[src/rtl/gmm_operand_fetch.sv]
// Operand feeder for the GMM score stage. It walks every (component, dimension) pair,
// issues the matching reads and outputs aligned {feature, mean, prec} beats with tags.
module gmm_operand_fetch #(
   parameter int FEAT_DIM = 39,
   parameter int MAX_COMP = 128,
   parameter int RD_LAT   = 1,
   parameter int FA_W     = (FEAT_DIM > 1) ? $clog2(FEAT_DIM) : 1,
   parameter int PA_W     = (MAX_COMP * FEAT_DIM > 1) ? $clog2(MAX_COMP * FEAT_DIM) : 1,
   parameter int CW       = $clog2(MAX_COMP + 1)
) (
   input  logic            aclk,
   input  logic            aresetn,
   input  logic            start,
   input  logic [CW-1:0]   num_comp,
   output logic            busy,
   output logic            done,
   output logic            feat_rd_en,
   output logic [FA_W-1:0] feat_addr,
   input  logic [31:0]     feat_rd_data,
   output logic            param_rd_en,
   output logic [PA_W-1:0] param_addr,
   input  logic [31:0]     mean_rd_data,
   input  logic [31:0]     prec_rd_data,
   output logic            data_valid,
   output logic [31:0]     feature,
   output logic [31:0]     mean,
   output logic [31:0]     prec,
   output logic            last_dim,
   output logic [CW-1:0]   comp_idx
);
   localparam int DW = $clog2(RD_LAT + 1);
   localparam logic [CW-1:0]   MAX_N    = CW'(MAX_COMP);
   localparam logic [FA_W-1:0] LAST_DIM = FA_W'(FEAT_DIM - 1);

   typedef enum logic [1:0] {S_IDLE, S_RUN, S_DRAIN} state_t;

   state_t          r_state;
   logic [CW-1:0]   r_n;
   logic [CW-1:0]   r_comp;
   logic [FA_W-1:0] r_dim;
   logic [PA_W-1:0] r_paddr;
   logic [DW-1:0]   r_drain;
   logic            r_rd_en;
   logic            r_busy;
   logic            r_done;

   logic            r_tv [RD_LAT];
   logic            r_tl [RD_LAT];
   logic [CW-1:0]   r_tc [RD_LAT];

   logic            r_dv;
   logic [31:0]     r_feature;
   logic [31:0]     r_mean;
   logic [31:0]     r_prec;
   logic            r_last;
   logic [CW-1:0]   r_comp_idx;

   logic [CW-1:0]   w_n_clamped;
   logic            w_dim_wrap;
   logic            w_last_issue;

   assign w_n_clamped  = (num_comp > MAX_N) ? MAX_N : num_comp;
   assign w_dim_wrap   = (r_dim == LAST_DIM);
   assign w_last_issue = w_dim_wrap && (r_comp == (r_n - CW'(1)));

   // param_addr is a running counter so comp*FEAT_DIM+dim needs no multiplier
   always_ff @(posedge aclk or negedge aresetn) begin
      if (!aresetn) begin
         r_state <= S_IDLE;
         r_n     <= '0;
         r_comp  <= '0;
         r_dim   <= '0;
         r_paddr <= '0;
         r_drain <= '0;
         r_rd_en <= 1'b0;
         r_busy  <= 1'b0;
         r_done  <= 1'b0;
      end else begin
         r_done <= 1'b0;
         case (r_state)
            S_IDLE: begin
               if (start) begin
                  r_n     <= w_n_clamped;
                  r_comp  <= '0;
                  r_dim   <= '0;
                  r_paddr <= '0;
                  if (w_n_clamped == '0) begin
                     r_done <= 1'b1;
                  end else begin
                     r_state <= S_RUN;
                     r_rd_en <= 1'b1;
                     r_busy  <= 1'b1;
                  end
               end
            end
            S_RUN: begin
               if (w_last_issue) begin
                  r_rd_en <= 1'b0;
                  r_drain <= DW'(RD_LAT);
                  r_state <= S_DRAIN;
               end else begin
                  r_paddr <= r_paddr + PA_W'(1);
                  if (w_dim_wrap) begin
                     r_dim  <= '0;
                     r_comp <= r_comp + CW'(1);
                  end else begin
                     r_dim <= r_dim + FA_W'(1);
                  end
               end
            end
            S_DRAIN: begin
               // last beat sits in the output register when the count reaches zero
               if (r_drain == '0) begin
                  r_state <= S_IDLE;
                  r_busy  <= 1'b0;
                  r_done  <= 1'b1;
               end else begin
                  r_drain <= r_drain - DW'(1);
               end
            end
            default: r_state <= S_IDLE;
         endcase
      end
   end

   always_ff @(posedge aclk or negedge aresetn) begin
      if (!aresetn) begin
         for (int i = 0; i < RD_LAT; i++) begin
            r_tv[i] <= 1'b0;
            r_tl[i] <= 1'b0;
            r_tc[i] <= '0;
         end
      end else begin
         r_tv[0] <= r_rd_en;
         r_tl[0] <= w_dim_wrap;
         r_tc[0] <= r_comp;
         for (int i = 1; i < RD_LAT; i++) begin
            r_tv[i] <= r_tv[i-1];
            r_tl[i] <= r_tl[i-1];
            r_tc[i] <= r_tc[i-1];
         end
      end
   end

   always_ff @(posedge aclk or negedge aresetn) begin
      if (!aresetn) begin
         r_dv       <= 1'b0;
         r_feature  <= '0;
         r_mean     <= '0;
         r_prec     <= '0;
         r_last     <= 1'b0;
         r_comp_idx <= '0;
      end else begin
         r_dv <= r_tv[RD_LAT-1];
         if (r_tv[RD_LAT-1]) begin
            r_feature  <= feat_rd_data;
            r_mean     <= mean_rd_data;
            r_prec     <= prec_rd_data;
            r_last     <= r_tl[RD_LAT-1];
            r_comp_idx <= r_tc[RD_LAT-1];
         end
      end
   end

   assign busy        = r_busy;
   assign done        = r_done;
   assign feat_rd_en  = r_rd_en;
   assign param_rd_en = r_rd_en;
   assign feat_addr   = r_dim;
   assign param_addr  = r_paddr;
   assign data_valid  = r_dv;
   assign feature     = r_feature;
   assign mean        = r_mean;
   assign prec        = r_prec;
   assign last_dim    = r_last;
   assign comp_idx    = r_comp_idx;

endmodule

[config.mk]
export PLATFORM = sky130hd
export DESIGN_NAME = gmm_operand_fetch
export DESIGN_NICKNAME = d
export VERILOG_FILES = /design/src/rtl/gmm_operand_fetch.sv
export SDC_FILE = /design/constraint.sdc
export NUM_CORES = 1
export LEC_CHECK = 0
export BUFFER_PORTS_ARGS = -buffer_cell sky130_fd_sc_hd__buf_4
export CORE_MARGIN = 2
export CORE_UTILIZATION = 49
export CTS_CLUSTER_SIZE = 20
export DETAILED_ROUTE_END_ITERATION = 8
export PLACE_DENSITY = 0.81
export SLEW_MARGIN = 10
export SYNTH_ARGS = -nofsm -noshare
export SYNTH_HDL_FRONTEND = slang
export SYNTH_SLANG_ARGS = --single-unit
[constraint.sdc]
create_clock -name aclk -period 2.7 [get_ports aclk]
set_input_delay 0.405 -clock aclk [delete_from_list [all_inputs] [get_ports aclk]]
set_output_delay 0.405 -clock aclk [all_outputs]
set_load 0.005 [all_outputs]
==> results of run 1 <==
## power breakdown
group          internal (mW)  total (mW)  switching [mW]
logic                  0.833        1.44           0.611
registers               2.69        3.02           0.328
clock network           1.42        2.28           0.861
## cell type report
cell class	instances	share of cell area, %
Inverter	8	0.335
Clock inverter	8	1.01
Tap cell	172	2.40
Timing Repair Buffer	242	20.7
Clock buffer	23	5.33
Multi-Input combinational cell	290	26.3
Sequential cell	157	43.9
## cell families (layout without fill, tap and decap cells)
group	Yosys count	in the layout	synth area share [%]
compound gates	56	56	6.19
xor+xnor	12	12	1.63
fa+ha+maj	5	5	0.973
buf+inv	32	281	2.30
flops	157	157	61.1
mux	108	108	18.9
simple gates	109	109	8.91
## per-layer routing
layer / track usage [%] / share of wire, % / wire length, um / vias to the layer above
met1: 28.3 / 40 / 6310 / 2320
met5: 0 / 0 / 0 / -
met4: 9.38 / 2.5 / 401 / 0
met2: 39.7 / 52 / 8200 / 185
li1: - / - / - / 2198
met3: 5.89 / 5.7 / 905 / 32
## worst paths after layout
kind                            cells after the start                endpoint  slack [ps]
min in group aclk                                   2    prec[14]$_DFFE_PN0P_         220
worst min-delay path                                1    prec[20]$_DFFE_PN0P_          30
worst max-delay path                                9   r_comp[4]$_DFFE_PN0P_         220
max in group asynchronous                           2  feature[1]$_DFFE_PN0P_        1880
worst max register to register                      9   r_comp[4]$_DFFE_PN0P_         220
worst min register to register                      0          r_tv$_DFF_PN0_         460
## cell usage in the layout (no fill, tap or decap), types with 10 or more instances in the layout
cell type / instances
nand2_1: 33
mux2_2: 105
nor2_1: 10
buf_4: 238
dfrtp_1: 156
nand3_1: 17
clkbuf_16: 17
a21oi_1: 14
## metrics by stage
step | area (sq um) | instances | setup slack, ps | hold slack (ps)
finish | 8960 | 900 | 223 | 27.4
global route | 8960 | 900 | 13.0 | 71.4
CTS | 8960 | 900 | 264 | 49.0
detailed placement | 8390 | 869 | 271 | 451
global placement | 8390 | 869 | 451 | 440
floorplan | 6430 | 479 | 430 | 109
## sequential cells by signal (all words and copies together), names as in the netlist, 2 cells and up
register,cells
param_addr,13
feature,32
r_tc,8
comp_idx,8
mean,32
r_state,2
feat_addr,6
prec,32
r_n,8
r_comp,8
## worst register-to-register path, cell delays in order (launching register included)
cell and delay (ps):
dfrtp_1 420, inv_1 90, ha_1 330, xnor2_1 140, nor2_1 140, o2111ai_2 200, o41ai_4 520, buf_12 240
nor2_1 90, o22a_1 200
==> impl_metrics.ini, run 1 <==
[global_routing]
grt_pass1_vias = 4847
grt_antenna_before_repair = 0
track_usage_pct = 23.3
grt_pass1_wl_um = 25900
grt_overflow = 0
grt_start_max_net_pins = 78

[run]
drv_cap = 0

[timing]
worst_slew_pin_slew_ps = 794
slew_headroom_pct = 47.1
rsz0062_at_grt = no
max_freq_mhz = 404
setup-violations-final = 0
skew_ps = 3.80
maxSlewViolCount = 0
fin_setup_tns_ps = 0
hold_violations = 0
fin_crit_ps = 2480
finalCritPeriodShare_pct = 91.8

[synthesis]
synth.avg_cell_area_sq_um = 13.4
syn_nets = 591
netlist.area_leader.share_pct = 61.1
netlist_top_cells_area = dfrtp_1 61%, mux2_2 18%, nand2_1 1.9%, nand3_1 1.3%, a21oi_1 1.1%
ys_warn_count = 0
ys_seq_elements = 157
ys.flop_type = dfrtp_1
yosysTopAreaCell = dfrtp_1
ys_seq_area_share_pct = 61.1
yosysMostFrequentCell = dfrtp_1
netlist_area_sq_um = 6430
yosys-top-cells-count = 157 x dfrtp_1, 105 x mux2_2, 33 x nand2_1, 17 x clkbuf_1, 17 x nand3_1
synth_edf_count = 0
synthArstFlopShare_pct = 100
synthCells = 479
synth.distinct_cells = 47

[critical_path]
slowest_stage = o41ai_4
startpoint = r_n[0]$_DFFE_PN0P_
cp-start-kind = register
path_common_cell = nor2_1
crit_chain = inv_1 -> ha_1 -> xnor2_1 -> nor2_1 -> o2111ai_2 -> o41ai_4 -> buf_12 -> nor2_1 -> o22a_1
worstPathRequired_ps = 2990
max_stage_delay_ps = 520
end_kind = register
crit_arrival_ps = 2770
path_delay_family = compound AO/OA/AOI/OAI gates
crit_buf_inv = 2
r2r-start = r_n[0]$_DFFE_PN0P_
crit_type = register to register
path_max_fanout = 35

[clock_tree]
clk_latency_ps = 410
cts.clk_slew.worst_paths_ps = 60
htreeDepth = 4
post-cts-setup-buffer-count = 0
clock_sinks = 157
cts_resized = 0
holdBufCountCts = 0
clk_path_buf_depth = 2
cts-root-buf = clkbuf_16
cts_buffers = 17
tritoncts = yes

[route]
drt_iter0_markers = 304
ant_nets = 0
route.detailed.wl_per_inst_um = 17.6
routed_wl_um = 15800
drc = 0
routed_via_density = 5.26
num_vias = 4735
dr.pass1.iters = 4

[place]
gp_congestion = 0.874
hpwl_um = 11700
io_buffers = 235

[finish]
fin_util_pct = 70.4
multi_input_comb_area_sq_um = 2360
area_delta_synth_final_pct = 39.3
n_fill_cell = 903
regArea_sq_um = 3930
layout-drive-gt1-share_pct = 52.6
diodes = 0
final_nets = 828

[floorplanning]
rows = 41
initial_core_util_pct = 50.6
die_w_um = 119
io_pins = 236
fp.dieH_um = 119
die-area_sq_um = 14100
core_sq_um = 12700

[power_and_ir_drop]
power_mw = 6.74
p_per_area_nw_per_um2 = 753
p_leak_nw = 4.29
max-vdd-ir-drop_mv = 0.334

[outcome]
status = complete, no violations

[worst_hold_path]
hold_path_class = primary input to asynchronous set/reset pin
Note: power is estimated with default switching activity, not from simulation.
==> inputs of run 2 (changes only) <==
- CORE_UTILIZATION: 49 -> 53
- PLACE_DENSITY: 0.81 -> 0.87
- TNS_END_PERCENT: unset -> 10
- clock period: 2.7 -> 3.1 ns (I/O delays scaled with it)
==> run 2 against run 1 <==
Compared with the run above:
- sequential share of layout area shrank 0.32 points
- critical endpoint is now param_addr[5]$_DFFE_PN0P_
- maximum frequency down 9.8%
- highest routed layer unchanged
- final cell count decreased by 2.3%
- combinational power is 12% lower
- clock skew rose by 2.0 ps
- count of clock-buffer cells in the layout fell by 1
- hold slack better by 60 ps
- clock power about the same
- flip-flop and latch count unchanged
==> impl_metrics.ini, run 2 (synthesis gave the netlist of run 1 again) <==
[outcome]
status = complete, no violations

[power_and_ir_drop]
max-vdd-ir-drop_mv = 0.344
power_mw = 6.22
p_per_area_nw_per_um2 = 689
p_leak_nw = 4.33

[clock_tree]
clock_sinks = 157
cts_buffers = 17
cts_resized = 0
htreeDepth = 4
post-cts-setup-buffer-count = 0
clk_path_buf_depth = 2
holdBufCountCts = 0
tritoncts = yes
cts-root-buf = clkbuf_16
clk_latency_ps = 420
cts.clk_slew.worst_paths_ps = 60

[global_routing]
use_met1_pct = 29.3
use_met3_pct = 7.15
grt_overflow = 0
grt_pass1_wl_um = 25800
track_usage_pct = 25.8
grtUsageMet2_pct = 45.2
gr-max-usage-layer = met2
grt_start_max_net_pins = 89
grt_pass1_vias = 4890
grt_antenna_before_repair = 0

[finish]
layout-drive-gt1-share_pct = 53.1
area_delta_synth_final_pct = 40.3
design_area_sq_um = 9030
diodes = 0
final_common_cell = buf_4
stdcell_count = 879
most-common-layout-cells = 243 x buf_4, 156 x dfrtp_1, 105 x mux2_2
final_nets = 831
fin_util_pct = 75.8

[critical_path]
crit_type = register to register
cp-start-kind = register
slowest_stage = o41ai_4
path_delay_family = compound AO/OA/AOI/OAI gates
rr_worst_depth = 10
crit_arrival_ps = 3020
end_kind = register
max_stage_delay_ps = 510
path_depth = 10
path_max_fanout = 15
crit_buf_inv = 3
crit_chain = inv_1 -> ha_1 -> nand2b_1 -> o211a_1 -> o31a_1 -> o41ai_4 -> buf_4 -> buf_4 -> or3_1 -> a21oi_1
path_common_cell = buf_4
worstPathRequired_ps = 3370

[timing]
fin_setup_tns_ps = 0
holdWs_ps = 87.0
hold_violations = 0
slew_headroom_pct = 48.5
skew_ps = 5.83
fin_crit_ps = 2750
setup-violations-final = 0
max_freq_mhz = 364
finalCritPeriodShare_pct = 88.6
maxSlewViolCount = 0
worst_slew_pin_slew_ps = 773
rsz0062_at_grt = no
worst_slack_ps = 353

[place]
place_inst = 847
hpwl_um = 11900
pre_cts_ws_ps = 419
placed_cell_area_sq_um = 8360
gp_congestion = 0.906
io_buffers = 235

[route]
routed_via_density = 5.47
dr.pass1.iters = 4
drt_iter0_markers = 284
drc = 0
routed_wl_um = 16500
ant_nets = 0
num_vias = 4805
route.detailed.wl_per_inst_um = 18.8

[floorplanning]
core_sq_um = 11900
die_w_um = 114
initial_core_util_pct = 54.0
io_pins = 236
rows = 40
die-area_sq_um = 13000
fp.dieH_um = 114

[run]
drv_cap = 0

[worst_hold_path]
hold_path_class = primary input to asynchronous set/reset pin
## run 2: metal layers
layer	vias up	wire length, um
li1	2212	-
met1	2355	6170
met2	191	8620
met3	47	1200
met4	0	569
met5	-	0
## run 2: layout make-up
| cell class | instances | area [sq um] |
|---|---|---|
| sequential | 157 | 3930 |
| fill | 726 | 2890 |
| multi-input combinational | 290 | 2360 |
| timing repair buffer | 245 | 1860 |
| clock buffer | 22 | 484 |
| clock inverter | 10 | 184 |
| tap | 147 | 184 |
| inverter | 8 | 30.0 |
## run 2: path summary, 6_finish.rpt
check,startpoint,endpoint,slack (ps)
max,r_n[0]$_DFFE_PN0P_,param_addr[5]$_DFFE_PN0P_,350
min,aresetn,mean[6]$_DFFE_PN0P_,90
max reg2reg,r_n[0]$_DFFE_PN0P_,param_addr[5]$_DFFE_PN0P_,350
min reg2reg,feat_rd_en$_DFFE_PN0P_,r_tv$_DFF_PN0_,460
max in group asynchronous,aresetn,feature[14]$_DFFE_PN0P_,2170
min in group aclk,prec_rd_data[26],prec[26]$_DFFE_PN0P_,270
## run 2: report_power, final
group / total (mW) / internal (mW) / switching, mW / leakage (nW)
sequential: 2.63 / 2.34 / 0.292 / 1.90
clock: 2.31 / 1.51 / 0.801 / 0.322
combinational: 1.27 / 0.726 / 0.544 / 2.11
total: 6.22 / 4.58 / 1.64 / 4.33
## run 2: worst reg2reg max path, delay by kind of cell, from the launching register on
family                     cells  cell delay [ps]
AOI/OAI and AO/OA              4             1090
buffers and inverters          3              600
DFF                            1              420
adders and majority gates      1              250
and+or+nand+nor                2              230
